===== src/rtl/opl3_timers_if.sv =====
// Control/status bundle between the OPL3 register file and the interval timers.
interface opl3_timers_if #(
    parameter int CNT_WIDTH = 8
);
    logic                 tick_en;
    logic [CNT_WIDTH-1:0] timer1_preset;
    logic [CNT_WIDTH-1:0] timer2_preset;
    logic                 st1;
    logic                 st2;
    logic                 mt1;
    logic                 mt2;
    logic                 irq_rst;
    logic                 ft1;
    logic                 ft2;
    logic                 irq;
    logic [7:0]           status;

    modport master (
        output tick_en, timer1_preset, timer2_preset, st1, st2, mt1, mt2, irq_rst,
        input  ft1, ft2, irq, status
    );

    modport slave (
        input  tick_en, timer1_preset, timer2_preset, st1, st2, mt1, mt2, irq_rst,
        output ft1, ft2, irq, status
    );
endinterface


===== src/rtl/opl3_timers.sv =====
// OPL3 Timer 1 / Timer 2 with overflow flags and IRQ; Timer 2 runs off a
// prescaled copy of the 80 us tick.
module opl3_timers #(
    parameter int TIMER2_DIV = 4,
    parameter int CNT_WIDTH  = 8
) (
    input  logic         clk,
    input  logic         reset,
    opl3_timers_if.slave bus
);
    localparam int PW = (TIMER2_DIV > 1) ? $clog2(TIMER2_DIV) : 1;
    localparam logic [PW-1:0] PRE_LAST = PW'(TIMER2_DIV - 1);

    logic [PW-1:0]                 prescaler_reg;
    logic                          tick2;
    logic [1:0]                    tick;
    logic [1:0]                    st;
    logic [1:0]                    mt;
    logic [1:0][CNT_WIDTH-1:0]     preset;
    logic                          irq_reg;
    logic                          irq_next;

    // Free-running: start/stop of Timer 2 never realigns the prescaler.
    always_ff @(posedge clk or posedge reset) begin
        if (reset) begin
            prescaler_reg <= '0;
        end else if (bus.tick_en) begin
            if (prescaler_reg == PRE_LAST)
                prescaler_reg <= '0;
            else
                prescaler_reg <= prescaler_reg + 1'b1;
        end
    end

    assign tick2  = bus.tick_en && (prescaler_reg == PRE_LAST);
    assign tick   = {tick2, bus.tick_en};
    assign st     = {bus.st2, bus.st1};
    assign mt     = {bus.mt2, bus.mt1};
    assign preset = {bus.timer2_preset, bus.timer1_preset};

    genvar gi;
    generate
        for (gi = 0; gi < 2; gi++) begin : g_tmr
            logic [CNT_WIDTH-1:0] cnt_reg;
            logic [CNT_WIDTH-1:0] cnt_next;
            logic                 st_q_reg;
            logic                 ft_reg;
            logic                 ft_next;
            logic                 load;
            logic                 ovf;

            always_comb begin
                load     = st[gi] & ~st_q_reg;
                ovf      = 1'b0;
                cnt_next = cnt_reg;
                // A start edge swallows any coincident tick.
                if (load) begin
                    cnt_next = preset[gi];
                end else if (st[gi] && tick[gi]) begin
                    if (&cnt_reg) begin
                        cnt_next = preset[gi];
                        ovf      = 1'b1;
                    end else begin
                        cnt_next = cnt_reg + 1'b1;
                    end
                end

                // Set beats irq_rst so an overflow is never lost.
                ft_next = ft_reg;
                if (mt[gi])
                    ft_next = 1'b0;
                else if (ovf)
                    ft_next = 1'b1;
                else if (bus.irq_rst)
                    ft_next = 1'b0;
            end

            always_ff @(posedge clk or posedge reset) begin
                if (reset) begin
                    cnt_reg  <= '0;
                    st_q_reg <= 1'b0;
                    ft_reg   <= 1'b0;
                end else begin
                    cnt_reg  <= cnt_next;
                    st_q_reg <= st[gi];
                    ft_reg   <= ft_next;
                end
            end
        end
    endgenerate

    assign irq_next = g_tmr[0].ft_next | g_tmr[1].ft_next;

    always_ff @(posedge clk or posedge reset) begin
        if (reset)
            irq_reg <= 1'b0;
        else
            irq_reg <= irq_next;
    end

    assign bus.ft1    = g_tmr[0].ft_reg;
    assign bus.ft2    = g_tmr[1].ft_reg;
    assign bus.irq    = irq_reg;
    assign bus.status = {irq_reg, g_tmr[0].ft_reg, g_tmr[1].ft_reg, 5'b0};
endmodule


===== src/flat_wrapper.sv =====
// flat-port wrapper written by rule: the top's interface ports become plain ports
module opl3_timers_flat 
#(
    parameter int TIMER2_DIV = 4,
    parameter int CNT_WIDTH  = 8
)
  (clk, reset, bus_tick_en, bus_timer1_preset, bus_timer2_preset, bus_st1, bus_st2, bus_mt1, bus_mt2, bus_irq_rst, bus_ft1, bus_ft2, bus_irq, bus_status);
  opl3_timers_if #(.CNT_WIDTH(CNT_WIDTH)) bus_i ();
  input  logic clk;
  input  logic reset;
  input wire logic [$bits(bus_i.tick_en)-1:0] bus_tick_en;
  input wire logic [$bits(bus_i.timer1_preset)-1:0] bus_timer1_preset;
  input wire logic [$bits(bus_i.timer2_preset)-1:0] bus_timer2_preset;
  input wire logic [$bits(bus_i.st1)-1:0] bus_st1;
  input wire logic [$bits(bus_i.st2)-1:0] bus_st2;
  input wire logic [$bits(bus_i.mt1)-1:0] bus_mt1;
  input wire logic [$bits(bus_i.mt2)-1:0] bus_mt2;
  input wire logic [$bits(bus_i.irq_rst)-1:0] bus_irq_rst;
  output wire logic [$bits(bus_i.ft1)-1:0] bus_ft1;
  output wire logic [$bits(bus_i.ft2)-1:0] bus_ft2;
  output wire logic [$bits(bus_i.irq)-1:0] bus_irq;
  output wire logic [$bits(bus_i.status)-1:0] bus_status;
  assign bus_i.tick_en = bus_tick_en;
  assign bus_i.timer1_preset = bus_timer1_preset;
  assign bus_i.timer2_preset = bus_timer2_preset;
  assign bus_i.st1 = bus_st1;
  assign bus_i.st2 = bus_st2;
  assign bus_i.mt1 = bus_mt1;
  assign bus_i.mt2 = bus_mt2;
  assign bus_i.irq_rst = bus_irq_rst;
  assign bus_ft1 = bus_i.ft1;
  assign bus_ft2 = bus_i.ft2;
  assign bus_irq = bus_i.irq;
  assign bus_status = bus_i.status;
  opl3_timers #(.TIMER2_DIV(TIMER2_DIV), .CNT_WIDTH(CNT_WIDTH)) u_core (.clk(clk), .reset(reset), .bus(bus_i));
endmodule

===== config.mk =====
export PLATFORM = sky130hd
export DESIGN_NAME = opl3_timers_flat
export DESIGN_NICKNAME = d
export VERILOG_FILES = /design/src/rtl/opl3_timers_if.sv /design/src/rtl/opl3_timers.sv /design/src/flat_wrapper.sv
export SDC_FILE = /design/constraint.sdc
export NUM_CORES = 1
export LEC_CHECK = 0
export ABC_AREA = 1
export ABC_CLOCK_PERIOD_IN_PS = 1630
export BUFFER_PORTS_ARGS = -buffer_cell sky130_fd_sc_hd__buf_2
export CORE_ASPECT_RATIO = 1.5
export CORE_MARGIN = 5
export CORE_UTILIZATION = 37
export CTS_CLUSTER_SIZE = 30
export DETAILED_ROUTE_END_ITERATION = 8
export PLACE_DENSITY = 0.58
export SYNTH_ARGS = -nofsm -noshare
export SYNTH_HDL_FRONTEND = slang
export SYNTH_SLANG_ARGS = --single-unit

===== constraint.sdc =====
create_clock -name clk -period 1.63 [get_ports clk]
set_clock_uncertainty 0.15 [all_clocks]
set_input_delay 0 -clock clk [delete_from_list [all_inputs] [get_ports clk]]
set_output_delay 0 -clock clk [all_outputs]
set_load 0.1 [all_outputs]

==> results of run 1 <==
-- area by class of cell --
cell class	instances	area, um^2	area share
clock buffer	4	45.04	0.02187
sequential	23	575.6	0.2795
inverter	34	135.1	0.06561
multi-input combinational	161	848.3	0.4119
timing repair buffer	55	397.9	0.1932
tap	46	57.56	0.02795
-- layer usage --
| layer | vias to the layer above | global-route usage | part of all wire |
|---|---|---|---|
| met5 | - | 0 | 0 |
| met4 | 0 | 0.04159 | 0.0095 |
| met3 | 4 | 0.02117 | 0.034 |
| met2 | 21 | 0.2653 | 0.55 |
| met1 | 656 | 0.1503 | 0.40 |
| li1 | 788 | - | - |
-- worst min-delay path, stage by stage --
cell           delay, ns
dlygate4sd3_1       0.53
buf_2               0.12
inv_1               0.05
buf_4               0.29
-- power breakdown --
part           total, uW  switching (uW)  internal (uW)  leakage (uW)
Clock                348             174            174     0.0000228
Sequential           955             213            741      0.000282
Combinational        855             471            383      0.000834
-- synthesized netlist by cell type --
cell,n
nand2_8,1
conb_1,1
nand2_1,75
a21oi_1,6
o21ai_0,1
xnor2_1,2
nor2_1,10
o21ai_1,2
inv_4,1
xor2_1,3
nor2_4,5
nand3b_1,4
inv_6,1
dfrtp_1,23
nand2_4,3
inv_1,26
ha_1,3
nand3_2,1
mux2_2,1
nand4_1,2
inv_2,6
nand2_2,6
nor2_2,1
nand3_1,25
buf_4,8
o21bai_1,4
a21oi_2,1
-- logic make-up after synthesis --
| logic type | Yosys count | synth area share |
|---|---|---|
| AO/OA/AOI/OAI | 14 | 0.05234 |
| multiplexers | 1 | 0.007031 |
| AND/OR/NAND/NOR | 133 | 0.4063 |
| other | 1 | 0.002342 |
| XOR/XNOR | 5 | 0.02735 |
| adder cells (fa/ha/maj) | 3 | 0.02344 |
| flip-flops | 23 | 0.3594 |
| buffers and inverters | 42 | 0.1219 |
-- path summary, 6_finish.rpt --
check	startpoint	to	slack (ns)	cells past startpoint
worst max-delay path	u_core.g_tmr[1].cnt_reg[0]	u_core.g_tmr[1].cnt_reg[0]	0.14	8
worst min-delay path	reset	u_core.prescaler_reg[0]	0.18	4
worst max register to register	u_core.g_tmr[1].cnt_reg[0]	u_core.g_tmr[1].cnt_reg[0]	0.14	8
worst min register to register	u_core.prescaler_reg[0]	u_core.prescaler_reg[0]	0.33	1
max in group asynchronous	reset	u_core.g_tmr[0].cnt_reg[6]	0.91	4
min in group clk	bus_st1	u_core.g_tmr[0].st_q_reg	0.26	2
-- stage by stage --
| step | std cells | setup slack, ns |
|---|---|---|
| final | 323 | 0.1364 |
| after floorplan | 226 | 0.09590 |
| after CTS | 322 | 0.08407 |
| after global placement | 295 | 0.1047 |
| after detailed placement | 295 | 0.09814 |
| after global routing | 323 | 0.02143 |
-- repair_timing --
action / 4_1_cts / 5_1_grt
endpoints found under the hold margin: 46 / 0
setup buffers: 0 / 1
hold buffers: 23 / 0
gates resized for setup: 0 / 1
endpoints found under the setup margin: 0 / 3
==> impl_metrics.py, run 1 <==
metrics = {
    "place": {
        "place_area_um2": 1774,
        "post-dp-hpwl_um": 2729,
        "port_buffers": 29,
        "gp_congestion": 0.8564,
    },
    "timing": {
        "finalSetupViolCount": 0,
        "max_freq_ghz": 0.6695,
        "finalCriticalPeriod_ns": 1.494,
        "rsz0062_at_grt": "no",
        "fin_tns_setup_ns": 0,
        "fin_hold_ws_ns": 0.1844,
        "finalHoldViolations": 0,
        "timing.final.crit_share": 0.9163,
        "slew_viol_final": 0,
    },
    "run": {
        "cap_violations": 0,
    },
    "yosys": {
        "syn_avg_cell_area_um2": 7.214,
        "yosysUniqueCellTypes": 27,
        "ys_ff_latch": 23,
        "synth_top_area_cell": "dfrtp_1",
        "synth_seq_area_share": 0.3594,
        "synth_area_um2": 1602,
        "synthTopCellsByArea": "dfrtp_1 36%, nand2_1 18%, nand3_1 7.8%, inv_1 6.1%, buf_4 3.8%",
        "netlist_instances": 222,
        "synthDominantCellAreaShare": 0.3594,
        "yosys_warnings": 0,
    },
    "global_routing": {
        "gr-total-overflow": 0,
        "grt_max_degree": 24,
        "grt_use_total": 0.1386,
        "antenna_found_initial": 0,
        "grt_pass1_wl_um": 6637,
        "grt_pass1_vias": 1529,
    },
    "floorplan": {
        "dieArea_um2": 5771,
        "rows": 29,
        "die_w_um": 63.72,
        "core_um2": 4209,
        "fp.dieH_um": 90.58,
        "io_pins": 35,
        "initial_core_util": 0.3805,
    },
    "clocking": {
        "insertion_delay_ns": 0.26,
        "cts_tree": "built",
        "clkSinkCount": 23,
        "numCtsBuffers": 3,
        "path_clk_slew_ns": 0.08,
        "htree_levels": 1,
        "clockBufferDepth": 2,
        "root_buffer": "clkbuf_8",
    },
    "drt": {
        "routed_wl_um": 3569,
        "first_pass_iters": 4,
        "wl_per_cell_um": 11.05,
        "vias_per_cell": 4.548,
        "drt_iter0_drc": 46,
        "drc": 0,
        "vias": 1469,
        "ant_nets": 0,
    },
    "worst_setup_path": {
        "cp_slowest_cell": "dfrtp_1",
        "cp_cell_sequence": "ha_1 > nand2_2 > nor2_4 > nand2_4 > nand2_4 > inv_4 > nor2_1 > o21ai_1",
        "crit_fanout": 7,
        "cp.buffers_inverters": 1,
        "critPathTopFamily": "simple AND/OR/NAND/NOR gates",
        "start_kind": "flop",
        "cp.required_ns": 1.63,
        "cp-end-kind": "flop",
        "cpPeakStageDelay_ns": 0.42,
        "cpMostUsedCell": "nand2_4",
        "criticalPathCategory": "reg -> reg",
        "crit_arrival_ns": 1.50,
    },
    "status": {
        "outcome": "finished clean",
    },
    "layout": {
        "fillers": 438,
        "area_growth_syn_to_layout_pct": 28.59,
        "layout_commonest_cell": "nand2_1",
        "drive_above_1_share": 0.2274,
        "largest_reg_flops": 16,
        "antenna_cells": 0,
        "layout.nets": 305,
        "utilization": 0.4893,
        "final_cell_mix": "75 x nand2_1, 29 x buf_2, 26 x inv_1",
        "postLayoutCellArea_um2": 2059,
    },
    "power_and_ir_drop": {
        "p_leak_uw": 0.001138,
        "power_density_nw_per_um2": 1047,
        "power_uw": 2157,
        "peakVddDrop_mv": 0.6058,
    },
    "min_path": {
        "hold_path_class": "in -> async",
    },
}
Note: power is estimated with default switching activity, not from simulation.
==> run 2: changes to the inputs <==
--- a/config.mk
+++ b/config.mk
@@ -5,7 +5,6 @@
 export SDC_FILE = /design/constraint.sdc
 export NUM_CORES = 1
 export LEC_CHECK = 0
-export ABC_AREA = 1
 export ABC_CLOCK_PERIOD_IN_PS = 1630
 export BUFFER_PORTS_ARGS = -buffer_cell sky130_fd_sc_hd__buf_2
 export CORE_ASPECT_RATIO = 1.5
@@ -13,7 +12,7 @@
 export CORE_UTILIZATION = 37
 export CTS_CLUSTER_SIZE = 30
 export DETAILED_ROUTE_END_ITERATION = 8
-export PLACE_DENSITY = 0.58
+export PLACE_DENSITY = 0.59
 export SYNTH_ARGS = -nofsm -noshare
 export SYNTH_HDL_FRONTEND = slang
 export SYNTH_SLANG_ARGS = --single-unit
==> run 2 against run 1 <==
  * The run now ends with negative setup slack left
  * Wire length is 7.0% higher
  * Non-clock buffer count rose by 24
  * Global-route usage grew 1.3 points
  * Largest cell class unchanged
  * Highest routed layer unchanged
  * Worst hold slack got worse by 0.0093 ns
  * Register-to-register slack worse by 0.14 ns
==> impl_metrics.py, run 2 <==
metrics = {
    "timing": {
        "worst_slack_ns": -0.0001247,
        "timing.final.crit_share": 1.000,
        "max_freq_ghz": 0.6135,
        "slew_viol_final": 0,
        "rsz0062_at_grt": "yes",
        "finalSetupViolCount": 1,
        "finalCriticalPeriod_ns": 1.630,
        "finalHoldViolations": 0,
    },
    "yosys": {
        "synth_area_um2": 1478,
        "synth_edf_count": 0,
        "synth_most_common_cell": "dfrtp_1",
        "yosys-top-cells-count": "23 x dfrtp_1, 17 x nand2_1, 11 x nand3_1",
        "syn_avg_cell_area_um2": 9.412,
        "async_flop_share": 1.000,
        "netlist_instances": 157,
        "ys_ff_latch": 23,
        "synth_top_family_by_area": "simple AND/OR/NAND/NOR gates",
        "synth-xor-area-share": 0,
        "synth-main-ff-cell": "dfrtp_1",
        "synthTopCellsByArea": "dfrtp_1 39%, buf_4 4.6%, nand2_1 4.3%, nand3_1 3.7%, mux2i_1 2.7%",
        "yosys_warnings": 0,
        "synth_fa_ha_area_frac": 0.02540,
        "synthDominantCellAreaShare": 0.3895,
        "synthSimpleGateAreaFrac": 0.2320,
        "synth_mux_area_frac": 0.04234,
        "synth_compound_area_frac": 0.2295,
        "yosysUniqueCellTypes": 53,
        "synth_seq_area_share": 0.3895,
        "synth_top_area_cell": "dfrtp_1",
    },
    "layout": {
        "drive_above_1_share": 0.3718,
        "layout.nets": 262,
        "antenna_cells": 0,
        "utilization": 0.5574,
        "final_cell_mix": "29 x buf_2, 26 x buf_4, 23 x dlygate4sd3_1, 23 x dfrtp_1, 17 x nand2_1",
        "layout_commonest_cell": "buf_2",
        "postLayoutCellArea_um2": 2187,
        "area_growth_syn_to_layout_pct": 48.01,
        "largest_reg_flops": 16,
        "layoutNonFillerInstCount": 279,
    },
    "place": {
        "placed_cells": 245,
        "gp_congestion": 0.8902,
        "port_buffers": 29,
        "place_area_um2": 1765,
        "post-dp-hpwl_um": 2800,
    },
    "clocking": {
        "clkSinkCount": 23,
        "root_buffer": "clkbuf_8",
        "numCtsBuffers": 3,
        "insertion_delay_ns": 0.26,
        "htree_levels": 1,
        "clockBufferDepth": 2,
        "cts_tree": "built",
        "path_clk_slew_ns": 0.09,
    },
    "power_and_ir_drop": {
        "p_seq_frac": 0.373,
        "power_uw": 2581,
        "clock_power_share": 0.140,
        "internal_power_uw": 1575,
        "peakVddDrop_mv": 0.6616,
        "p_comb_frac": 0.487,
        "p_sw_uw": 1006,
        "p_leak_uw": 0.0009854,
        "switching_share": 0.3898,
        "power_density_nw_per_um2": 1180,
    },
    "global_routing": {
        "grt.busiest_layer": "met2",
        "use_met1": 0.1694,
        "met3_usage": 0.01929,
        "grt_use_met2": 0.2879,
        "grt_pass1_vias": 1470,
        "grt_max_degree": 24,
        "antenna_found_initial": 0,
        "grt_use_total": 0.1519,
        "grt_pass1_wl_um": 6375,
        "gr-total-overflow": 0,
    },
    "run": {
        "cap_violations": 0,
    },
    "drt": {
        "vias_per_cell": 5.247,
        "wl_per_cell_um": 13.68,
        "drc": 0,
        "vias": 1464,
        "ant_nets": 0,
        "drt_iter0_drc": 85,
        "routed_wl_um": 3818,
        "first_pass_iters": 4,
    },
    "floorplan": {
        "initial_core_util": 0.3766,
        "core_um2": 3924,
        "io_pins": 35,
        "dieArea_um2": 5384,
        "rows": 28,
        "fp.dieH_um": 87.40,
        "die_w_um": 61.60,
    },
    "worst_setup_path": {
        "regToRegStartpoint": "u_core.g_tmr[0].cnt_reg[1]",
        "ff2ff_path_depth": 6,
        "criticalPathCategory": "reg -> reg",
        "cp-end-kind": "flop",
        "crit_fanout": 5,
        "r2r-end": "u_core.g_tmr[0].cnt_reg[7]",
        "r2r_setup_slack_ns": -0.0001,
        "cp-endpoint": "u_core.g_tmr[0].cnt_reg[7]",
        "cp.required_ns": 1.68,
        "cp-startpoint": "u_core.g_tmr[0].cnt_reg[1]",
        "start_kind": "flop",
        "crit_arrival_ns": 1.68,
    },
    "status": {
        "violations": "negative setup slack",
        "outcome": "finished with violations",
    },
    "min_path": {
        "hold_path_class": "in -> async",
    },
}
## run 2: routing by layer
metal  part of all wire  vias to the layer above
li1                   -                      726
met1               0.39                      703
met2               0.57                       29
met3              0.033                        6
met4              0.012                        0
met5                  0                        -
## run 2: logic make-up after synthesis
| family | count (synthesis) |
|---|---|
| simple gates | 62 |
| mux | 6 |
| buf+inv | 20 |
| other cells | 1 |
| flops | 23 |
| fa+ha+maj | 3 |
| compound gates | 42 |
## run 2: power groups by stage
stage | logic [uW] | clock network [uW] | registers, uW
detailed placement | 1000 | 0 | 927
global placement | 969 | 0 | 918
CTS | 1090 | 375 | 936
floorplan | 629 | 0 | 937
global route | 1420 | 393 | 986
finish | 1260 | 362 | 962
## run 2: through the flow
step | setup WS, ns | setup TNS, ns | hold WS (ns)
floorplan | 0.002245 | 0 | -0.1481
global placement | -0.01834 | -0.03143 | -0.08295
detailed placement | -0.05825 | -0.07222 | -0.08083
CTS | -0.01113 | -0.01128 | 0.1876
global route | -0.1169 | -0.3806 | 0.2185
finish | -0.0001247 | -0.0001247 | 0.1751
## run 2: repair_timing
item                                    4_1_cts  5_1_grt
endpoints found under the hold margin        46        0
hold buffers                                 23        0
buffers inserted                              1        6
endpoints found under the setup margin        8       16
pin swaps                                     2        8
resized for setup                             6       12
## run 2: area by class of cell
cell class	count	area (um^2)
Fill cell	368	1737
Multi-Input combinational cell	118	890.9
Timing Repair Buffer	79	581.8
Sequential cell	23	575.6
Tap cell	45	56.30
Clock buffer	4	45.04
Inverter	10	37.54
## run 2: worst max-delay path, cell delays in order, from the launching register on
cell	delay, ns
dfrtp_1	0.39
buf_4	0.13
buf_6	0.09
and3_4	0.20
nand4_1	0.11
or4_1	0.41
nand3_1	0.09
## run 2: worst min-delay path by stage
stage,startpoint,endpoint,slack [ns],cells past startpoint
finish,reset,u_core.g_tmr[1].cnt_reg[5],0.18,4
CTS,reset,u_core.g_tmr[1].cnt_reg[1],0.19,4
global route,reset,u_core.g_tmr[1].cnt_reg[5],0.22,4
detailed placement,reset,u_core.g_tmr[1].cnt_reg[1],-0.08,3
global placement,reset,u_core.g_tmr[1].cnt_reg[0],-0.08,3
floorplan,reset,u_core.bus.ft1,-0.15,1
==> run 3: changes to the inputs <==
--- a/config.mk
+++ b/config.mk
@@ -5,7 +5,7 @@
 export SDC_FILE = /design/constraint.sdc
 export NUM_CORES = 1
 export LEC_CHECK = 0
-export ABC_CLOCK_PERIOD_IN_PS = 1630
+export ABC_CLOCK_PERIOD_IN_PS = 1700
 export BUFFER_PORTS_ARGS = -buffer_cell sky130_fd_sc_hd__buf_2
 export CORE_ASPECT_RATIO = 1.5
 export CORE_MARGIN = 5
@@ -13,6 +13,7 @@
 export CTS_CLUSTER_SIZE = 30
 export DETAILED_ROUTE_END_ITERATION = 8
 export PLACE_DENSITY = 0.59
+export SETUP_SLACK_MARGIN = 0.02
 export SYNTH_ARGS = -nofsm -noshare
 export SYNTH_HDL_FRONTEND = slang
 export SYNTH_SLANG_ARGS = --single-unit
==> constraint.sdc (replaced) <==
create_clock -name clk -period 1.7 [get_ports clk]
set_clock_uncertainty 0.15 [all_clocks]
set_input_delay 0 -clock clk [delete_from_list [all_inputs] [get_ports clk]]
set_output_delay 0 -clock clk [all_outputs]
set_load 0.1 [all_outputs]
==> run 3 against run 2 <==
  * The flow now finishes without violations
  * Sequential power decreased by 2.2%
  * Critical path depth fell by 1
  * Cell area decreased by 4.1%
  * Non-clock buffer count down 6
  * Clock power shrank 5%
  * Highest routed layer unchanged
==> impl_metrics.py, run 3 (synthesis gave the netlist of run 2 again) <==
metrics = {
    "status": {
        "outcome": "finished clean",
    },
    "layout": {
        "largest_reg_flops": 16,
        "antenna_cells": 0,
        "drive_above_1_share": 0.3421,
        "area_growth_syn_to_layout_pct": 41.91,
        "layoutNonFillerInstCount": 273,
        "layout_commonest_cell": "buf_2",
        "layout.nets": 256,
        "final_cell_mix": "29 x buf_2, 23 x dlygate4sd3_1, 22 x dfrtp_1",
    },
    "floorplan": {
        "initial_core_util": 0.3766,
        "rows": 28,
        "dieArea_um2": 5384,
        "fp.dieH_um": 87.40,
        "io_pins": 35,
        "die_w_um": 61.60,
        "core_um2": 3924,
    },
    "worst_setup_path": {
        "criticalPathCategory": "reg -> reg",
        "start_kind": "flop",
        "cp-end-kind": "flop",
        "cp.required_ns": 1.70,
        "crit_fanout": 7,
        "crit_arrival_ns": 1.68,
    },
    "timing": {
        "rsz0062_at_grt": "yes",
        "max_freq_ghz": 0.5945,
        "timing.final.crit_share": 0.9895,
        "slew_viol_final": 0,
        "fin_tns_setup_ns": 0,
        "finalHoldViolations": 0,
        "finalCriticalPeriod_ns": 1.682,
        "finalSetupViolCount": 0,
    },
    "clocking": {
        "htree_levels": 1,
        "clkSinkCount": 23,
        "path_clk_slew_ns": 0.08,
        "clockBufferDepth": 2,
        "root_buffer": "clkbuf_8",
        "cts_tree": "built",
        "insertion_delay_ns": 0.26,
        "numCtsBuffers": 3,
    },
    "global_routing": {
        "grt_pass1_wl_um": 6292,
        "antenna_found_initial": 0,
        "grt_pass1_vias": 1482,
        "grt_max_degree": 24,
        "gr-total-overflow": 0,
        "grt_use_total": 0.1508,
    },
    "min_path": {
        "hold_path_class": "in -> reg",
    },
    "drt": {
        "drc": 0,
        "routed_wl_um": 3800,
        "vias": 1424,
        "ant_nets": 0,
        "drt_iter0_drc": 57,
        "vias_per_cell": 5.216,
        "wl_per_cell_um": 13.92,
        "first_pass_iters": 4,
    },
    "place": {
        "gp_congestion": 0.8727,
        "post-dp-hpwl_um": 2770,
        "port_buffers": 29,
        "placed_cells": 236,
    },
    "power_and_ir_drop": {
        "power_density_nw_per_um2": 1109,
        "power_uw": 2327,
        "p_leak_uw": 0.0009485,
        "peakVddDrop_mv": 0.5515,
    },
    "run": {
        "cap_violations": 0,
    },
}
==> run 3: final timing paths <==
| check | to | cells after the start | slack [ns] | start |
|---|---|---|---|---|
| worst max-delay path | u_core.g_tmr[0].cnt_reg[3] | 5 | 0.02 | u_core.g_tmr[0].cnt_reg[1] |
| worst min-delay path | u_core.g_tmr[1].cnt_reg[6] | 4 | 0.05 | bus_tick_en |
| worst max register to register | u_core.g_tmr[0].cnt_reg[3] | 5 | 0.02 | u_core.g_tmr[0].cnt_reg[1] |
| worst min register to register | u_core.prescaler_reg[1] | 1 | 0.37 | u_core.prescaler_reg[1] |
| max in group asynchronous | u_core.g_tmr[1].cnt_reg[4] | 4 | 0.97 | reset |
| min in group asynchronous | u_core.prescaler_reg[1] | 4 | 0.16 | reset |
==> run 3: worst max-delay path: stages, from the launching register on <==
cell and delay, ns:
dfrtp_1 0.40, ha_2 0.21, nand3_4 0.11, o31a_1 0.37
mux2i_1 0.25, a22oi_1 0.08
==> run 3: metal layers <==
layer  wire length (um)  track usage  vias to the layer above
met4                 42      0.03861                        0
met1               1447       0.1633                      674
li1                   -            -                      710
met2               2157       0.2898                       34
met3                153      0.02077                        6
met5                  0            0                        -
==> run 3: per-stage QoR <==
step / util / area, um^2 / hold WS, ns / worst slack [ns]
6_report: 0.5344 / 2097 / 0.04581 / 0.01787
5_1_grt: 0.5344 / 2097 / 0.08225 / -0.04089
4_1_cts: 0.5108 / 2004 / 0.02969 / 0.01673
3_5_place_dp: 0.4327 / 1698 / -0.08628 / 0.01484
3_3_place_gp: 0.4327 / 1698 / -0.08466 / 0.02079
2_1_floorplan: - / 1493 / -0.1481 / 0.07224
==> run 3: repair_timing <==
| action | CTS | global route |
|---|---|---|
| pin swaps | 2 | 7 |
| setup buffers | 2 | 8 |
| cloned | 0 | 0 |
| endpoints found under the setup margin | 3 | 15 |
| gates resized for setup | 3 | 7 |
| hold buffers | 23 | 0 |
| hold endpoints to repair | 46 | 0 |
==> run 3: power by group <==
group	internal [uW]	total, uW	switching (uW)
logic	520	1040	522
registers	719	941	222
clock network	167	344	176
==> run 3: layout make-up <==
| cell class | instances | area (um^2) |
|---|---|---|
| clock buffers | 4 | 45.04 |
| fillers | 373 | 1827 |
| inverters | 10 | 37.54 |
| multi-input cells | 118 | 848.3 |
| flip-flops and latches | 23 | 576.8 |
| well taps | 45 | 56.30 |
| repair buffers | 73 | 533.0 |
